File: config.mk
export PLATFORM = sky130hd
export DESIGN_NAME = road_scroll_ctrl_flat
export DESIGN_NICKNAME = d
export VERILOG_FILES = /design/src/rtl/road_scroll_if.sv /design/src/rtl/road_scroll_ctrl.sv /design/src/flat_wrapper.sv
export SDC_FILE = /design/constraint.sdc
export NUM_CORES = 1
export LEC_CHECK = 0
export CAP_MARGIN = 0
export CORE_ASPECT_RATIO = 0.75
export CORE_MARGIN = 2
export CORE_UTILIZATION = 60
export CTS_CLUSTER_DIAMETER = 200
export DETAILED_ROUTE_END_ITERATION = 6
export DONT_BUFFER_PORTS = 1
export PLACE_DENSITY = 0.86
export SETUP_SLACK_MARGIN = 0.4
export SLEW_MARGIN = 40
export SYNTH_ARGS = -nofsm -noshare
export SYNTH_HDL_FRONTEND = slang
export SYNTH_SLANG_ARGS = --single-unit
File: constraint.sdc
create_clock -name pixel_clk -period 3.7 [get_ports pixel_clk]
set_input_delay 0.37 -clock pixel_clk [delete_from_list [all_inputs] [get_ports pixel_clk]]
set_output_delay 0.37 -clock pixel_clk [all_outputs]
set_load 0.02 [all_outputs]
File: src/rtl/road_scroll_if.sv
// road_scroll_if: renderer/button side signals of the road scroll controller
interface road_scroll_if;
  logic [10:0] h_coord;
  logic [9:0]  v_coord;
  logic        button_c;
  logic        button_u;
  logic        button_d;
  logic        collision;
  logic        scroll_step;
  logic        seg_reload;
  logic [1:0]  speed;
  logic [1:0]  regime_status;
  logic [15:0] score;
  modport master (
    output h_coord, v_coord, button_c, button_u, button_d, collision,
    input  scroll_step, seg_reload, speed, regime_status, score
  );
  modport slave (
    input  h_coord, v_coord, button_c, button_u, button_d, collision,
    output scroll_step, seg_reload, speed, regime_status, score
  );
endinterface

File: src/rtl/road_scroll_ctrl.sv
// road_scroll_ctrl: IDLE/RUN/PAUSE/CRASH regime FSM, frame-divided scroll pulses, segment reloads and score; define SCROLL_DEBOUNCE_EN to debounce the buttons
module road_scroll_ctrl #(
  parameter int H_PIXELS     = 800,
  parameter int V_PIXELS     = 600,
  parameter int SEG_LEN      = 200,
  parameter int CRASH_FRAMES = 120,
  parameter int DEBOUNCE_CYC = 16
) (
  input  logic pixel_clk,
  input  logic rst_n,
  road_scroll_if.slave bus
);
  localparam int SW = $clog2(SEG_LEN + 1);
  localparam int CW = $clog2(CRASH_FRAMES + 1);
  localparam logic [SW-1:0] SEG_MAX = SW'(SEG_LEN - 1);
  localparam logic [CW-1:0] CRASH_MAX = CW'(CRASH_FRAMES - 1);
  typedef enum logic [1:0] {IDLE, RUN, PAUSE, CRASH} state_t;
  state_t state;
  logic [2:0] s0, s1, lvl, prev, press;
  logic [1:0] div_cnt, speed;
  logic [SW-1:0] seg_cnt;
  logic [CW-1:0] crash_cnt;
  logic [15:0] score;
  logic scroll_step, seg_reload, eof;
  assign eof = (bus.h_coord == 11'(H_PIXELS - 1)) && (bus.v_coord == 10'(V_PIXELS - 1));
  assign press = lvl & ~prev;
  // two-stage synchroniser for the c/u/d pins plus the edge-detect history
  always_ff @(posedge pixel_clk)
    if (!rst_n) begin
      s0 <= '0;
      s1 <= '0;
      prev <= '0;
    end else begin
      s0 <= {bus.button_c, bus.button_u, bus.button_d};
      s1 <= s0;
      prev <= lvl;
    end
`ifdef SCROLL_DEBOUNCE_EN
  localparam int DW = $clog2(DEBOUNCE_CYC + 1);
  for (genvar i = 0; i < 3; i++) begin : g_deb
    logic [DW-1:0] cnt;
    // accept a new level only after it has persisted for DEBOUNCE_CYC cycles
    always_ff @(posedge pixel_clk)
      if (!rst_n) begin
        cnt <= '0;
        lvl[i] <= 1'b0;
      end else if (s1[i] == lvl[i]) begin
        cnt <= '0;
      end else if (cnt == DW'(DEBOUNCE_CYC - 1)) begin
        cnt <= '0;
        lvl[i] <= s1[i];
      end else begin
        cnt <= cnt + 1'b1;
      end
  end
`else
  assign lvl = s1;
`endif
  // regime FSM with the frame divider, segment counter and score
  always_ff @(posedge pixel_clk)
    if (!rst_n) begin
      state <= IDLE;
      scroll_step <= 1'b0;
      seg_reload <= 1'b0;
      speed <= '0;
      score <= '0;
      div_cnt <= '0;
      seg_cnt <= SEG_MAX;
      crash_cnt <= '0;
    end else begin
      scroll_step <= 1'b0;
      seg_reload <= 1'b0;
      case (state)
        IDLE: if (press[2]) begin
          state <= RUN;
          score <= '0;
          speed <= '0;
          div_cnt <= '0;
          seg_cnt <= SEG_MAX;
        end
        RUN: if (bus.collision) state <= CRASH;
          else if (press[2]) state <= PAUSE;
          else begin
            if (press[1] && !press[0] && speed != 2'd3) speed <= speed + 2'd1;
            else if (press[0] && !press[1] && speed != 2'd0) speed <= speed - 2'd1;
            if (eof && div_cnt >= 2'd3 - speed) begin
              scroll_step <= 1'b1;
              div_cnt <= '0;
              score <= (score == 16'hFFFF) ? score : score + 16'd1;
              seg_reload <= seg_cnt == '0;
              seg_cnt <= (seg_cnt == '0) ? SEG_MAX : seg_cnt - 1'b1;
            end else if (eof) div_cnt <= div_cnt + 2'd1;
          end
        PAUSE: if (press[2]) state <= RUN;
        CRASH: if (eof) begin
          state <= (crash_cnt == CRASH_MAX) ? IDLE : CRASH;
          crash_cnt <= (crash_cnt == CRASH_MAX) ? '0 : crash_cnt + 1'b1;
        end
        default: state <= IDLE;
      endcase
    end
  assign bus.scroll_step = scroll_step;
  assign bus.seg_reload = seg_reload;
  assign bus.speed = speed;
  assign bus.regime_status = state;
  assign bus.score = score;
endmodule

File: src/flat_wrapper.sv
// flat-port wrapper written by rule: the top's interface ports become plain ports
module road_scroll_ctrl_flat 
#(
  parameter int H_PIXELS     = 800,
  parameter int V_PIXELS     = 600,
  parameter int SEG_LEN      = 200,
  parameter int CRASH_FRAMES = 120,
  parameter int DEBOUNCE_CYC = 16
)
  (pixel_clk, rst_n, bus_h_coord, bus_v_coord, bus_button_c, bus_button_u, bus_button_d, bus_collision, bus_scroll_step, bus_seg_reload, bus_speed, bus_regime_status, bus_score);
  road_scroll_if bus_i ();
  input  logic pixel_clk;
  input  logic rst_n;
  input wire logic [$bits(bus_i.h_coord)-1:0] bus_h_coord;
  input wire logic [$bits(bus_i.v_coord)-1:0] bus_v_coord;
  input wire logic [$bits(bus_i.button_c)-1:0] bus_button_c;
  input wire logic [$bits(bus_i.button_u)-1:0] bus_button_u;
  input wire logic [$bits(bus_i.button_d)-1:0] bus_button_d;
  input wire logic [$bits(bus_i.collision)-1:0] bus_collision;
  output wire logic [$bits(bus_i.scroll_step)-1:0] bus_scroll_step;
  output wire logic [$bits(bus_i.seg_reload)-1:0] bus_seg_reload;
  output wire logic [$bits(bus_i.speed)-1:0] bus_speed;
  output wire logic [$bits(bus_i.regime_status)-1:0] bus_regime_status;
  output wire logic [$bits(bus_i.score)-1:0] bus_score;
  assign bus_i.h_coord = bus_h_coord;
  assign bus_i.v_coord = bus_v_coord;
  assign bus_i.button_c = bus_button_c;
  assign bus_i.button_u = bus_button_u;
  assign bus_i.button_d = bus_button_d;
  assign bus_i.collision = bus_collision;
  assign bus_scroll_step = bus_i.scroll_step;
  assign bus_seg_reload = bus_i.seg_reload;
  assign bus_speed = bus_i.speed;
  assign bus_regime_status = bus_i.regime_status;
  assign bus_score = bus_i.score;
  road_scroll_ctrl #(.H_PIXELS(H_PIXELS), .V_PIXELS(V_PIXELS), .SEG_LEN(SEG_LEN), .CRASH_FRAMES(CRASH_FRAMES), .DEBOUNCE_CYC(DEBOUNCE_CYC)) u_core (.pixel_clk(pixel_clk), .rst_n(rst_n), .bus(bus_i));
endmodule
[Word-level counts from Yosys, hierarchy flattened]
Index checks and enable logic that the tools add are counted.
Storage, ports and cells
  logic and storage cells: 94
  register bits after elaboration: 48
  input bits: 27
  output and inout bits: 22
Cells by class
  equal/unequal tests: 18
  magnitude comparators: 1
  bitwise operators: 5
  mux-type cells: 31
  reductions and logical operators: 21
  add/subtract/negate cells: 7
Operators by type and width (number)
  16-bit 2-to-1 mux: 5
  8-bit 2-to-1 mux: 5
  16-bit case mux with 2 select lines: 1
  2-bit 2-to-1 mux: 14
  16-bit by 1-bit adder with 16-bit output (second input constant): 1
  16-bit == test (second input constant): 1
  8-bit case mux with 2 select lines: 1
  5-bit AND reduction: 3
  11-bit by 10-bit == test with 1-bit output (second input constant): 1
  10-bit == test (second input constant): 1
  8-bit zero test: 1
  2-bit by 1-bit != test with 1-bit output (second input constant): 4
  2-bit != test (second input constant): 4
  2-bit case mux with 2 select lines: 2
  8-bit by 1-bit subtractor with 8-bit output (second input constant): 1
  7-bit by 1-bit adder with 7-bit output (second input constant): 1
  7-bit == test (second input constant): 1
  7-bit 2-to-1 mux: 1
  1-bit logical AND: 6
  3-bit by 1-bit != test with 1-bit output (second input constant): 2
  2-bit case mux with 3 select lines: 1
  6-bit AND reduction: 1
  5-bit OR reduction: 1
  2-bit by 1-bit adder with 2-bit output (second input constant): 2
  17 further kinds: 22

[Depth between registers and ports, before layout]
  depth in word-level cells: 10
  mapped depth: 10
  mapped depth without buffers: 8

[Least setup slack after synthesis]
Ideal clock, no wire load.
  path kind: register to register
  from: register u_core.score[0] (netlist: u_core.bus.score[0])
  to: register u_core.score[8] (netlist: u_core.bus.score[8])
  period minus slack after synthesis: 2.226 ns
  buffers on the path: 0
  data required time: 3.583 ns
  library setup time: 0.117 ns
  slack: 1.474 ns
  data arrival time: 2.109 ns
  cell stages (with the launch flop): 7
  cells stage by stage: dfxtp_1 -> ha_1 -> nand4_1 -> or4_4 -> a31oi_4 -> nor3_1 -> o22a_1
On the way
  word-level cells in the longest chain between the ends: 6
  elaborated cells between the ends (all ways): 9
  classes of those cells: add/sub (1); eq/ne (2); mux (5); reduce/logical (1)
Ends and longest elaborated chain
  from (decl): RTL line road_scroll_ctrl.sv:23  | logic [15:0] score;
  from (signal assigned): RTL line road_scroll_ctrl.sv:89  | score <= (score == 16'hFFFF) ? score : score + 16'd1;
  16-bit by 1-bit adder with 16-bit output: RTL line road_scroll_ctrl.sv:89
  16-bit 2-to-1 mux: RTL line road_scroll_ctrl.sv:89
  16-bit 2-to-1 mux: RTL line road_scroll_ctrl.sv:86  | if (eof && div_cnt >= 2'd3 - speed) begin
  16-bit 2-to-1 mux: RTL line road_scroll_ctrl.sv:82  | else if (press[2]) state <= PAUSE;
  16-bit 2-to-1 mux: RTL line road_scroll_ctrl.sv:81  | RUN: if (bus.collision) state <= CRASH;
  16-bit case mux with 2 select lines: RTL line road_scroll_ctrl.sv:73  | case (state)
Several ways; a longest one is shown, not always the timed one. The select of a mux whose other input is x is not followed.
A chain may end at the register's enable or synchronous reset.

[Worst setup path in the final report]
  from: register u_core.score[0] (netlist: u_core.bus.score[0])
  to: register u_core.score[13] (netlist: u_core.bus.score[13])
Same word-level chain as after synthesis.

==> metrics.md <==
| Metric | Value |
|---|---|
| Reg2Reg Launch Point | `u_core.bus.score[0]$_SDFFE_PN0P_` |
| Final Cycle Share | `0.7206` |
| Net switching power | `0.2181 mW` |
| Status | `finished clean` |
| WHS Endpoint | `u_core.seg_cnt[0]$_SDFFE_PN1P_` |
| Worst Hold Class | `in2reg` |
| Drt wl/cell | `about 16 um` |
| ANT nets after route | `0` |
| Library cells used by synthesis | `60` |
| Setup TNS | `0 ns` |
| Post-cts resize count | `0` |
| Vias | `2266` |
| Comb pwr share | `0.053` |
| Postcts setup bufs | `0` |
| MaxCap Viol Count | `0` |
| Mapped Avg Cell Area | `8.530 sq um` |
| Total clock buffers created by CTS | `5` |
| Clk slew on worst S/H paths | `0.09 ns` |
| WHS | `0.1437 ns` |
| Worst vdd ir | `0.2827 mV` |
| Core ar. | `just over 4000 sq um` |
| WL final | `approximately 5.6 mm` |
| H-tree Lvls | `2` |
| Gr usage total | `0.2476` |
| RSZ-0062 raised after global routing | `false` |
| First DRT Iteration DRCs | `265` |
| Final Hold Viols | `0` |
| Starting Density | `0.6228` |
| Row Count | `20` |
| Die W | `slightly below 80 um` |
| Peak Freq | `375.1 MHz` |
| Reg2Reg Setup Slack | `1.03 ns` |
| Final setup vio count | `0` |
| Post-route cell area | `2644 sq um` |
| Share of power burned in registers | `0.596` |
| Commonest non-fill, non-tap cell in the layout | `dfxtp_1` |
| Hold path cells | `1` |
| Ant. Diodes | `0` |
| Clock period minus worst slack | `roughly 2.7 ns` |
| PortBufs | `0` |
| Worst R2R Path Depth | `6` |
| Largest net degree at the start of global routing | `42` |
| Clock network power share | `0.351` |
| Final #Nets | `327` |
| Sequential area share after synthesis | `0.3806` |
| Crit path max fanout | `7` |
| Worst clock skew | `0.007599 ns` |
| WP data arrival | `approximately 2.9 ns` |
| Placed Area | `between 2000 and 3000 sq um` |
| Post-DP HPWL | `3.972 mm` |
| Flops & latches, synth | `48` |
| Pre-antenna DRT Iters | `5` |
| PwrDens | `336.9 nW/um^2` |
| Grt ovf | `0` |
| Net Count, Synth | `329` |
| Ys Warns | `0` |
| First-pass GRT wire length | `9.101 mm` |
| Startpoint types | `flip-flop` |
| Clk Latency, worst-skew pair | `0.31 ns` |
| Internal Pwr Total | `0.6727 mW` |
| Slew margin rel. | `0.4613` |
| EDFF count, synth | `0` |
| Clock Tree Buf Depth | `2` |
| Critical path class | `reg2reg` |
| Worst reg2reg endpoint | `u_core.bus.score[13]$_SDFFE_PN0P_` |
| Syn Std Cell Area | `2525 sq um` |
| Most frequent cells in the layout | `dfxtp_1, nand2_1, nor2_1` |
| Switching share of power | `0.2448` |
| Layout cells sized above 1 | `0.08475` |
| Gpl congestion | `0.8755` |
| IO Pins | `49` |
| Async SR Flop Fraction | `0` |
| Initial antenna violation count | `0` |
| Max-slew violations | `0` |
| DRC violations left | `0` |
| Sink Count | `48` |
| Chip height | `60.18 um` |
| Static Leak | `around 0.94 nW` |
| Mapped Cells | `296` |
| DIE AREA | `4749 sq um` |
| Root Buffer | `clkbuf_8` |
| Worst Path Required | `3.91 ns` |
| Critical Path End Type | `flip-flop` |
| Slew @ Worst Pin | `0.8007 ns` |
| CTS tree | `yes` |
| Cts hold-fix bufs | `0` |
| HP Start | `rst_n` |
| Post-synth top flop | `dfxtp_1` |
| Vias in the first global route | `1986` |
| Vias/cell | `6.474` |
| Area Overhead vs Synth | `4.708%` |
==> flip-flops by register name (all words and copies together) (netlist names) <==
| name | cells |
|---|---|
| u_core.prev | 3 |
| u_core.lvl | 3 |
| u_core.bus.speed | 2 |
| u_core.div_cnt | 2 |
| u_core.seg_cnt | 8 |
| u_core.bus.regime_status | 2 |
| u_core.s0 | 3 |
| u_core.crash_cnt | 7 |
| u_core.bus.seg_reload | 1 |
| u_core.bus.score | 16 |
| u_core.bus.scroll_step | 1 |
==> area by class of cell <==
| type | instances | area, sq um |
|---|---|---|
| clock inverters | 3 | 18.77 |
| well taps | 55 | 68.82 |
| multi-input cells | 230 | 1485 |
| inverters | 7 | 26.28 |
| repair buffers | 2 | 15.01 |
| clock buffers | 5 | 68.82 |
| flip-flops and latches | 48 | 960.9 |
| fillers | 343 | 1410 |
==> cells in the mapped netlist (all sizes together) (2+ instances only) <==
cell     n  share of area
ha       6          0.030
nor3    18          0.042
o21ai   16          0.032
and2    17          0.043
nand2b   5          0.012
nand2   24          0.037
o211ai   3         0.0089
o31ai    4          0.014
clkbuf   6         0.0089
and4b    2         0.0079
nand4   13          0.035
mux2i    4          0.016
or3      2         0.0050
nand4b   2         0.0069
xor2     3          0.010
and4bb   2         0.0099
dfxtp   48           0.38
a31oi    8          0.026
nor4     6          0.015
o22a     2         0.0069
nor2    19          0.029
nor3b    4          0.016
o41ai    2         0.0069
o21a     7          0.021
and3     7          0.017
a22oi    2         0.0059
inv      7          0.010
buf      5          0.012
a21oi   12          0.024
a21boi   3         0.0089
nand3   14          0.028
nand3b   4          0.012
nor2b    5          0.012
==> metal layers <==
metal | share of wire | global-route usage | routed length [um] | up-vias
li1 | - | - | - | 1098
met3 | 0.082 | 0.06344 | 460 | 12
met1 | 0.46 | 0.3374 | 2549 | 1062
met2 | 0.44 | 0.3700 | 2479 | 94
met5 | 0 | 0 | 0 | -
met4 | 0.017 | 0.1182 | 93 | 0
==> how the worst max path moves through the flow <==
stage	cells past startpoint	start	endpoint	slack (ns)
global placement	8	u_core.bus.speed[0]$_SDFFE_PN0P_	u_core.seg_cnt[7]$_SDFFE_PN1P_	1.19
detailed placement	8	u_core.bus.speed[0]$_SDFFE_PN0P_	u_core.seg_cnt[7]$_SDFFE_PN1P_	1.08
global route	8	u_core.bus.speed[0]$_SDFFE_PN0P_	u_core.seg_cnt[7]$_SDFFE_PN1P_	0.83
CTS	8	u_core.bus.speed[0]$_SDFFE_PN0P_	u_core.seg_cnt[7]$_SDFFE_PN1P_	1.07
finish	6	u_core.bus.score[0]$_SDFFE_PN0P_	u_core.bus.score[13]$_SDFFE_PN0P_	1.03
floorplan	6	u_core.bus.score[0]$_SDFFE_PN0P_	u_core.bus.score[8]$_SDFFE_PN0P_	1.47
==> power by group through the flow <==
| stage | registers [mW] | logic, mW | clock network, mW |
|---|---|---|---|
| after detailed placement | 0.543 | 0.0462 | 0 |
| after global placement | 0.543 | 0.0454 | 0 |
| after CTS | 0.531 | 0.0466 | 0.323 |
| after global routing | 0.532 | 0.0521 | 0.342 |
| after floorplan | 0.542 | 0.0411 | 0 |
| final | 0.531 | 0.0472 | 0.313 |
==> worst max-delay path: stages, from the launching register on <==
cell	delay (ns)
dfxtp_1	0.54
ha_1	0.29
nand4_1	0.30
nor4_1	0.80
nor3_1	0.24
a31oi_1	0.21
o21ba_2	0.17
==> cells by family (layout without fill, tap and decap cells) <==
family,Yosys count,in the layout,synth area share
AOI/OAI and AO/OA,68,68,0.1858
xor gates and xnor gates,4,4,0.01388
adders and majority gates,6,6,0.02973
buffers and inverters,18,17,0.03122
DFF,48,48,0.3806
muxes,5,5,0.02032
and+or+nand+nor,147,147,0.3385
==> metrics by stage <==
stage          total power, mW  std cells    util  setup slack, ns
6_report                0.8907        350  0.6522            1.034
3_5_place_dp            0.5894        342  0.6306            1.078
4_1_cts                 0.9007        350  0.6522            1.066
2_1_floorplan           0.5828        296       -            1.474
5_1_grt                 0.9264        350  0.6522           0.8299
3_3_place_gp            0.5885        342  0.6306            1.189
Power figures use the tool's default switching activity.
